$ cat src/rtl/counter_drv_pkg.sv
// Shared types and constants for the dual enable-counter driver.
// Mode 3 is reserved and folds onto concurrent ramping.
package counter_drv_pkg;

  localparam int unsigned DefaultWidth = 12;

  typedef enum logic [1:0] {
    StIdle,
    StClear,
    StRamp,
    StCheck
  } state_e;

  localparam logic [1:0] MODE_CONC = 2'd0;
  localparam logic [1:0] MODE_SEQ  = 2'd1;
  localparam logic [1:0] MODE_ONE  = 2'd2;

  function automatic logic [1:0] norm_mode(input logic [1:0] mode);
    return (mode == 2'd3) ? MODE_CONC : mode;
  endfunction

endpackage

$ cat src/rtl/shadow_counter.sv
// Clear/enable counter mirroring one counter of the driven block.
// reached_o looks at the next-state value so callers can stop an enable exactly on target.
module shadow_counter
  import counter_drv_pkg::*;
#(
  parameter int unsigned      Width  = DefaultWidth,
  parameter logic [Width-1:0] Target = {Width{1'b1}}
) (
  input  logic             clk_i,
  input  logic             rst_ni,
  input  logic             clr_i,
  input  logic             en_i,
  output logic [Width-1:0] count_o,
  output logic             reached_o
);

  logic [Width-1:0] count_d, count_q;

  always_comb begin
    count_d = count_q;
    if (clr_i) begin
      count_d = '0;
    end else if (en_i) begin
      count_d = count_q + {{(Width-1){1'b0}}, 1'b1};
    end
  end

  always_ff @(posedge clk_i) begin
    if (!rst_ni) begin
      count_q <= '0;
    end else begin
      count_q <= count_d;
    end
  end

  assign count_o   = count_q;
  assign reached_o = (count_d == Target);

endmodule

$ cat src/rtl/dual_counter_driver.sv
// Steers the dual enable-counter block to a programmed target, shadows both counters and
// cross-checks its count output each cycle of a run.
module dual_counter_driver
  import counter_drv_pkg::*;
#(
  parameter int unsigned      WIDTH   = DefaultWidth,
  parameter logic [WIDTH-1:0] TARGET1 = {WIDTH{1'b1}},
  parameter logic [WIDTH-1:0] TARGET2 = {WIDTH{1'b1}}
) (
  input  logic             clk,
  input  logic             rst,
  input  logic             start,
  input  logic [1:0]       mode,
  input  logic [WIDTH-1:0] count_in,
  input  logic             valid_in,
  output logic             dut_rst,
  output logic             ena1,
  output logic             ena2,
  output logic             busy,
  output logic             done,
  output logic             hit,
  output logic             mismatch,
  output logic [WIDTH+1:0] cycles
);

  state_e           state_q;
  logic [1:0]       mode_q;
  logic [WIDTH-1:0] shadow1, shadow2;
  logic             reached1, reached2;
  logic             ena1_nxt, ena2_nxt;
  logic             shadow_clr;
  logic             unused_shadow2;

  assign shadow_clr     = (state_q == StClear);
  assign unused_shadow2 = ^shadow2;

  shadow_counter #(
    .Width  (WIDTH),
    .Target (TARGET1)
  ) u_shadow1 (
    .clk_i     (clk),
    .rst_ni    (rst),
    .clr_i     (shadow_clr),
    .en_i      (ena1),
    .count_o   (shadow1),
    .reached_o (reached1)
  );

  shadow_counter #(
    .Width  (WIDTH),
    .Target (TARGET2)
  ) u_shadow2 (
    .clk_i     (clk),
    .rst_ni    (rst),
    .clr_i     (shadow_clr),
    .en_i      (ena2),
    .count_o   (shadow2),
    .reached_o (reached2)
  );

  // Enables follow the next shadow values, so each one drops on the edge its target is reached.
  always_comb begin
    ena1_nxt = !reached1;
    case (mode_q)
      MODE_SEQ: ena2_nxt = reached1 && !reached2;
      MODE_ONE: ena2_nxt = 1'b0;
      default:  ena2_nxt = !reached2;
    endcase
  end

  always_ff @(posedge clk) begin
    if (!rst) begin
      state_q  <= StIdle;
      mode_q   <= MODE_CONC;
      dut_rst  <= 1'b1;
      ena1     <= 1'b0;
      ena2     <= 1'b0;
      busy     <= 1'b0;
      done     <= 1'b0;
      hit      <= 1'b0;
      mismatch <= 1'b0;
      cycles   <= '0;
    end else begin
      dut_rst <= 1'b0;
      ena1    <= 1'b0;
      ena2    <= 1'b0;
      done    <= 1'b0;
      unique case (state_q)
        StIdle: begin
          if (start) begin
            state_q  <= StClear;
            mode_q   <= norm_mode(mode);
            dut_rst  <= 1'b1;
            busy     <= 1'b1;
            hit      <= 1'b0;
            mismatch <= 1'b0;
            cycles   <= '0;
          end
        end
        StClear: begin
          state_q <= StRamp;
          ena1    <= ena1_nxt;
          ena2    <= ena2_nxt;
        end
        StRamp: begin
          if (count_in != shadow1) mismatch <= 1'b1;
          if (cycles != '1) cycles <= cycles + {{(WIDTH+1){1'b0}}, 1'b1};
          ena1 <= ena1_nxt;
          ena2 <= ena2_nxt;
          if (!ena1_nxt && !ena2_nxt) state_q <= StCheck;
        end
        StCheck: begin
          if (count_in != shadow1) mismatch <= 1'b1;
          hit     <= !valid_in;
          done    <= 1'b1;
          busy    <= 1'b0;
          state_q <= StIdle;
        end
        default: state_q <= StIdle;
      endcase
    end
  end

endmodule
$ cat config.mk
export PLATFORM = sky130hd
export DESIGN_NAME = dual_counter_driver
export DESIGN_NICKNAME = d
export VERILOG_FILES = /design/src/rtl/counter_drv_pkg.sv /design/src/rtl/shadow_counter.sv /design/src/rtl/dual_counter_driver.sv
export SDC_FILE = /design/constraint.sdc
export NUM_CORES = 1
export LEC_CHECK = 0
export BUFFER_PORTS_ARGS = -buffer_cell sky130_fd_sc_hd__buf_2
export CAP_MARGIN = 20
export CORE_UTILIZATION = 50
export CTS_CLUSTER_SIZE = 24
export DETAILED_ROUTE_END_ITERATION = 6
export MAX_ROUTING_LAYER = met4
export PLACE_DENSITY = 0.75
export SYNTH_ARGS = -nofsm -noshare
export SYNTH_HDL_FRONTEND = slang
export SYNTH_SLANG_ARGS = --single-unit
$ cat constraint.sdc
create_clock -name clk -period 2.29 [get_ports clk]
set_clock_uncertainty 0.15 [all_clocks]
set_input_delay 0.3435 -clock clk [delete_from_list [all_inputs] [get_ports clk]]
set_output_delay 0.3435 -clock clk [all_outputs]
set_load 0.1 [all_outputs]
# Yosys cells after proc, flatten, opt, wreduce, memory -nomap -nowiden
# Cells that the tools add are included.
# op_classes
n_addsub	3
eq_ne	14
n_mux	21
n_reduce_logical	18
# ops
operator	n
two-way mux 12 bit	4
two-way mux 14 bit	2
one-hot mux 14 bit (2 select lines)	1
adder 12 x 1 -> 12 bit, second input constant	2
equality test 12 bit, second input constant	2
adder 14 x 1 -> 14 bit, second input constant	1
inequality test 14 bit, second input constant	1
inequality test 12 bit	1
equality test 2 bit, second input constant	4
one-hot mux 1 bit (2 select lines)	4
one-hot mux 2 bit (4 select lines)	1
AND reduction 2 bit	4
two-way mux 1 bit	6
two-way mux 2 bit	3
inequality test 2 bit, second input constant	3
AND reduction 3 bit	2
nonzero test 2 bit	3
equality test 2 x 1 -> 1 bit, second input constant	2
logical NOT 1 bit	4
OR reduction 2 bit	2
logical AND 1 bit	2
logical NOT 2 bit	1
inequality test 2 x 1 -> 1 bit, second input constant	1
# totals
regBits	49
input_bits	18
out_inout_bits	21
wordCells	68

# Depth between registers and ports, before layout
# Gate-level depths: netlist (run 1).
# logic_depth
ltp_word	11
mapped_depth	8
depth_no_buf	8

# By module
# From an unflattened synthesis (run 1), not the netlist that was laid out.
# unflattened
cells_unflattened	345
area_unflattened_um2	2980.4
# modules_own_cells
module	instances	cells_per_inst	area_per_inst_um2	seq_area_each_um2
shadow_counter	2	92	783.3	240.2
dual_counter_driver	1	161	1413.9	500.5

# Worst setup path after synthesis (run 1)
# OpenSTA, ideal clock, no wires.
# synth_path
path_kind	reg2reg
startpoint	reg ena1
endpoint	reg state_q[1]
setup_ns	0.072
arrival_ns	2.777
t_required_ns	2.068
slack_ns	-0.709
path_stages_with_launch	9
path_buffers	1
synth_period_minus_slack_ns	2.999
cell_sequence	dfxtp_1 -> buf_4 -> nand3_2 -> or3_1 -> o311ai_1 -> o21ai_1 -> nor4_4 -> o211a_1 -> mux2i_1
# synth_via
elab_chain_len	9
# synth_rtl
item	line	text
start, declared	dual_counter_driver.sv:17	output logic ena1,
start signal, assigned	dual_counter_driver.sv:102	ena1 <= ena1_nxt;
start signal, assigned	dual_counter_driver.sv:108	ena1 <= ena1_nxt;
two-way mux 12 bit *	shadow_counter.sv:23	end else if (en_i) begin
two-way mux 12 bit *	shadow_counter.sv:21	if (clr_i) begin
equality test 12 bit *	shadow_counter.sv:37	assign reached_o = (count_d == Target);
logical AND 1 bit	dual_counter_driver.sv:65	MODE_SEQ: ena2_nxt = reached1 && !reached2;
one-hot mux 1 bit (2 select lines)	dual_counter_driver.sv:64	case (mode_q)
logical NOT 1 bit	dual_counter_driver.sv:110	if (!ena1_nxt && !ena2_nxt) state_q <= StCheck;
logical AND 1 bit *	dual_counter_driver.sv:110	
inequality test 2 bit (no line) *	n/a	
AND reduction 2 bit (no line) *	n/a	
end signal, assigned	dual_counter_driver.sv:110	
end signal, assigned	dual_counter_driver.sv:117	state_q <= StIdle;
end signal, assigned	dual_counter_driver.sv:119	default: state_q <= StIdle;
end, declared	dual_counter_driver.sv:26	state_e state_q;
# Every way passes the cells marked *; elsewhere a longest branch is shown, timed or not.
# A chain may end at the register's enable or synchronous reset.

# Final worst setup path (run 1)
# layout_path
startpoint	reg u_shadow2.count_q[1], in the netlist u_shadow2.count_o[1]
endpoint	reg state_q[0]
# layout_via
elab_chain_len	11
# layout_rtl
item	line	text
start, declared	shadow_counter.sv:17	logic [Width-1:0] count_d, count_q;
start signal, assigned	shadow_counter.sv:32	count_q <= count_d;
adder 12 x 1 -> 12 bit	shadow_counter.sv:24	count_d = count_q + {{(Width-1){1'b0}}, 1'b1};
two-way mux 12 bit *	shadow_counter.sv:23	
two-way mux 12 bit *	shadow_counter.sv:21	
equality test 12 bit *	shadow_counter.sv:37	
logical NOT 1 bit *	dual_counter_driver.sv:65, dual_counter_driver.sv:67	
logical AND 1 bit	dual_counter_driver.sv:65	
one-hot mux 1 bit (2 select lines) *	dual_counter_driver.sv:64	
logical NOT 1 bit *	dual_counter_driver.sv:110	
logical AND 1 bit *	dual_counter_driver.sv:110	
inequality test 2 bit (no line) *	n/a	
AND reduction 2 bit (no line) *	n/a	
# Marks and branches as above.

==> results of run 1 <==
-- Yosys cell counts, types with 2 or more instances --
library cell	count
a21oi_1	10
clkbuf_1	6
nand2b_1	3
nand4_1	13
inv_1	6
nor3b_1	3
xor2_1	21
nand3b_1	3
nor2_1	53
nor3_1	5
and3_1	5
and4_1	2
o21ai_0	6
nand3_1	12
nand2_1	24
ha_1	8
and2_1	3
mux2i_1	4
or3_1	2
nor2b_1	2
nand4b_1	4
xnor2_1	24
dfxtp_1	49
nor4_1	3
-- worst min-delay path by stage --
stage,from,to,slack [ns],cells after the start
after floorplan,mode_q[1],mode_q[1],0.31,2
after global placement,hit,hit,0.31,2
after detailed placement,hit,hit,0.32,2
after CTS,rst,dut_rst,0.15,2
after global routing,rst,dut_rst,0.15,2
final,rst,dut_rst,0.15,2
-- registers in the layout, summed over array words and instances, names as in the netlist --
register           count
ena2                   1
cycles                14
busy                   1
mismatch               1
hit                    1
done                   1
state_q                2
ena1                   1
mode_q                 2
u_shadow2.count_o     12
u_shadow1.count_o     12
dut_rst                1
-- cell type report --
cell class                      instances  share of cell area, %
Tap cell                               67                  2.734
Multi-Input combinational cell        230                  48.76
Inverter                                6                 0.7344
Sequential cell                        49                  33.29
Clock buffer                            5                  2.244
Timing Repair Buffer                   54                  10.12
Clock inverter                          3                  2.122
-- metrics by stage --
| stage | setup TNS, ns | util, % | hold slack (ns) | setup slack, ns | std cells |
|---|---|---|---|---|---|
| finish | 0 | 64.50 | 0.1522 | 0.1479 | 414 |
| global route | -0.02102 | 64.50 | 0.1503 | -0.009670 | 414 |
| CTS | 0 | 63.45 | 0.1471 | 0.002108 | 414 |
| detailed placement | 0 | 60.63 | 0.3216 | 0.02332 | 406 |
| global placement | 0 | 60.63 | 0.3117 | 0.01119 | 406 |
| floorplan | 0 | - | 0.3070 | 0.003520 | 293 |
-- cells by family after synthesis --
logic type,synth area share (%)
XOR/XNOR,15.79
flip-flops,39.30
adder cells (fa/ha/maj),4.010
multiplexers,2.055
AO/OA/AOI/OAI,7.369
buffers and inverters,2.306
AND/OR/NAND/NOR,29.17
-- critical path: cells and delay by family (launching register included) --
family / cells / cell delay [ns]
and+or+nand+nor: 2 / 0.51
AOI/OAI and AO/OA: 5 / 0.76
adders and majority gates: 1 / 0.22
DFF: 1 / 0.39
-- layer usage --
layer	global-route usage, %	share of wire (%)	up-vias
met1	27.67	48	997
met2	34.27	47	48
met5	-	0	-
met4	5.882	0.80	0
met3	3.039	4.3	5
li1	-	-	1113
-- power by group --
group	total, mW	switching [mW]	internal [mW]
clock	0.711	0.278	0.434
combinational	0.670	0.450	0.220
sequential	0.999	0.0804	0.919
total	2.38	0.808	1.57
==> results.cfg, run 1 <==
[place]
placed_area_um2 = 2883
place_congestion = 0.9216
dp_hpwl_um = 3772
io_buffers = 38

[cts]
clkSlewWorstSetupHoldPaths_ns = 0.09
htree_num_levels = 2
cts_buffer_depth = 2
cts_tree = done
cts_resized = 0
clock_latency_ns = 0.29
hold_buffers = 0
cts.sinks = 49
cts_setup_buffers = 0
cts_buffers = 5
cts_root_buffer = clkbuf_8

[cells_and_area]
layout_commonest_cell = nor2_1
seqCellArea_um2 = 1021
multi_input_area_um2 = 1495
diodes = 0
fillers = 431
final_net_count = 372
final_area_um2 = 3067
final_cell_mix = 52 x nor2_1, 38 x buf_2, 27 x dfxtp_1
drive_gt1_share_pct = 27.95
syn_to_final_growth_pct = 22.86

[power]
finalPower_mw = 2.380
vdd_drop_max_mv = 0.3704
power.density_nw_per_um2 = 776.2
leakage_nw = 1.173

[worst_setup_path]
reg2regPathDepth = 8
r2r-start = u_shadow2.count_o[1]
arrival_ns = 2.18
critPathLaunch = u_shadow2.count_o[1]
critical_path_class = flop to flop
crit_path_end = state_q[0]
crit_fanout = 7
crit_path_end_kind = flop
crit_path_max_incr_delay_ns = 0.39
r2r_end = state_q[0]
cp_slowest_cell = dfxtp_2
cp.required_ns = 2.33
cp-start-kind = flop
path_cells = ha_2 > a21oi_1 > or3_1 > and3_1 > o21ai_1 > o221ai_1 > o211a_1 > o221a_1
r2r_slack_ns = 0.15

[logic_synthesis]
synth_edf_count = 0
synth_seq_cells = 49
yosysTopAreaCell = dfxtp_1
yosysWarnings = 0
postSynthCellCount = 293
synth_top_area_share_pct = 39.30
yosysUniqueCellTypes = 46
synth-main-ff-cell = dfxtp_1
synth_area_um2 = 2496
ys_seq_area_share_pct = 39.30
synth_area_leaders = dfxtp_1 39%, xnor2_1 8.4%, nor2_1 8.0%
synth_nets = 319
synth-async-reset-ratio_pct = 0
avgSynthCellArea_um2 = 8.519

[die]
coreArea_um2 = 4755
fp.dieH_um = 72.66
initial_core_util_pct = 52.50
die_area_um2 = 5279
ios = 39
die_width_um = 72.66
rows = 25

[route]
wl_per_cell_um = 12.42
drcViolationCount = 0
ant_nets = 0
viasPerCell = 5.225
vias = 2163
totalWireLength_um = 5140
drt_iter0_markers = 71
first_pass_iters = 4

[min_path]
min_path_type = input port to flop

[sta]
slew_headroom_pct = 66.43
finalSetupViolCount = 0
rsz0062_at_grt = true
period_share_pct = 93.54
final_hold_viol_count = 0
fin_crit_ns = 2.142
slew_violations = 0
fmax_mhz = 466.8
worst_pin_slew_ns = 0.4997

[flow_run]
drv_cap = 0

[global_routing]
antenna_found_initial = 0
grt_pass1_vias = 2003
grt_max_degree = 16
grt_use_total_pct = 21.17
grt.overflow.total = 0
grt_pass1_wl_um = 8659

[status]
status = finished, final reports clean
(Power assumes the default switching activity.)
==> run 2: changes to the inputs <==
--- a/config.mk
+++ b/config.mk
@@ -15,3 +15,4 @@
 export SYNTH_ARGS = -nofsm -noshare
 export SYNTH_HDL_FRONTEND = slang
 export SYNTH_SLANG_ARGS = --single-unit
+export TNS_END_PERCENT = 5
==> constraint.sdc (replaced) <==
create_clock -name clk -period 1.79 [get_ports clk]
set_clock_uncertainty 0.15 [all_clocks]
set_input_delay 0.2685 -clock clk [delete_from_list [all_inputs] [get_ports clk]]
set_output_delay 0.2685 -clock clk [all_outputs]
set_load 0.1 [all_outputs]
==> run 2 against run 1 <==
Compared with the run above: the flow now finishes with violations (setup timing); critical path depth did not move; clock power increased by 10%; final area up 17%; combinational power increased by 66%; fmax down 1.0%; non-clock buffer count grew 53.
==> results.cfg, run 2 (same netlist as run 1, synthesis figures left out) <==
[route]
wl_per_cell_um = 14.53
ant_nets = 0
totalWireLength_um = 6787
drcViolationCount = 0
first_pass_iters = 4
viasPerCell = 5.330
drt_iter0_markers = 103
vias = 2489

[global_routing]
grt_pass1_wl_um = 10450
grt_pass1_vias = 2369
antenna_found_initial = 0
grt.overflow.total = 0
grt_max_degree = 16
grt_use_total_pct = 26.35

[power]
pwr-share-seq_pct = 39.6
p_comb_share_pct = 35.4
vdd_drop_max_mv = 0.5474
leakage_nw = 1.453
p_sw_share_pct = 35.77
p_int_mw = 2.012
power.density_nw_per_um2 = 872.8
power_frac_clock_pct = 25.0
netSwitchingPower_mw = 1.120

[cells_and_area]
final_net_count = 425
layout_commonest_cell = buf_4
stdcell_count = 467
max_flop_register = cycles
largest_register_ffs = 14
diodes = 0
drive_gt1_share_pct = 42.00
syn_to_final_growth_pct = 43.76
final_cell_mix = 68 x buf_4, 51 x nor2_1, 38 x buf_2
final_area_um2 = 3588
fillers = 328

[worst_setup_path]
cp_slowest_cell = dfxtp_1
crit_fanout = 3
crit_path_max_incr_delay_ns = 0.33
crit_path_frequent_cell = nand4b_1
arrival_ns = 2.26
cp-start-kind = flop
crit_path_end_kind = flop
path_cells = inv_1 > ha_2 > nand4b_1 > nor4b_2 > nand4b_1 > o221ai_2 > o211a_1 > o221a_1
cp.required_ns = 1.88
critical_path_class = flop to flop

[sta]
final_hold_viol_count = 0
finalSetupViolCount = 12
fmax_mhz = 461.9
period_share_pct = 120.9
setup_ws_ns = -0.3748
rsz0062_at_grt = true
slew_headroom_pct = 67.00
fin_crit_ns = 2.165
worst_pin_slew_ns = 0.4984
slew_violations = 0

[cts]
cts_buffer_depth = 2
clock_latency_ns = 0.30
cts_root_buffer = clkbuf_8
hold_buffers = 0
cts_buffers = 5
htree_num_levels = 2
clkSlewWorstSetupHoldPaths_ns = 0.09
cts.sinks = 49
cts_tree = done

[die]
initial_core_util_pct = 52.50
ios = 39
rows = 25
coreArea_um2 = 4755
die_area_um2 = 5279
fp.dieH_um = 72.66
die_width_um = 72.66

[place]
io_buffers = 38
place_congestion = 0.8947
dp_hpwl_um = 4418
place_inst = 456
placed_area_um2 = 3288

[min_path]
min_path_type = input port to flop

[status]
status = finished with violations
failed_checks = setup timing

[flow_run]
drv_cap = 0
==> run 2: cell type report <==
cell class	instances	area [um2]	share of cell area [%]
Clock inverter	2	35.03	0.9763
Inverter	6	22.52	0.6276
Multi-Input combinational cell	230	1629	45.40
Tap cell	67	83.83	2.336
Timing Repair Buffer	107	711.9	19.84
Sequential cell	49	1033	28.80
Clock buffer	6	72.57	2.022
==> run 2: timing repair <==
| action | CTS | global route |
|---|---|---|
| pin swaps | 11 | 6 |
| resized for setup | 25 | 17 |
| buffers inserted | 2 | 1 |
| gates cloned | 0 | 0 |
| endpoints found under the setup margin | 19 | 21 |
==> run 2: path summary, 6_finish.rpt <==
check        slack, ns    endpoint  depth (start not counted)       start
max              -0.37  state_q[0]                          8  state_q[1]
min               0.07     dut_rst                          2         rst
max reg2reg      -0.37  state_q[0]                          8  state_q[1]
min reg2reg       0.33         hit                          2         hit
==> run 2: power by group through the flow <==
stage / Sequential (mW) / Combinational [mW] / Clock (mW)
floorplan: 1.53 / 0.424 / 0
global placement: 1.25 / 1.04 / 0
detailed placement: 1.25 / 1.05 / 0
CTS: 1.24 / 1.07 / 0.800
global route: 1.25 / 1.19 / 0.845
finish: 1.24 / 1.11 / 0.783
==> run 2: per-stage QoR <==
stage,power [mW],setup TNS (ns),util [%],hold slack [ns],setup WS (ns)
after global routing,3.284,-3.919,75.47,0.06132,-0.5483
after global placement,2.285,-2.421,69.16,0.3148,-0.3068
after CTS,3.108,-2.555,73.79,0.05731,-0.3653
after floorplan,1.956,-6.511,-,0.3070,-0.4568
after detailed placement,2.307,-3.508,69.16,0.3182,-0.3992
final,3.132,-1.831,75.47,0.06838,-0.3748
==> run 2: metal layers <==
metal,part of all wire (%),global-route usage (%),up-vias,wire length [um]
li1,-,-,1224,-
met1,42,29.91,1167,2826
met2,51,45.28,74,3493
met3,4.3,6.354,24,290
met4,2.6,9.150,0,176
met5,0,-,-,0
==> run 2: worst max-delay path, delay by kind of cell (launching register included) <==
kind / cells / cell delay (ns)
buf+inv: 1 / 0.07
simple gates: 3 / 0.74
compound gates: 3 / 0.60
fa+ha+maj: 1 / 0.21
flops: 1 / 0.33
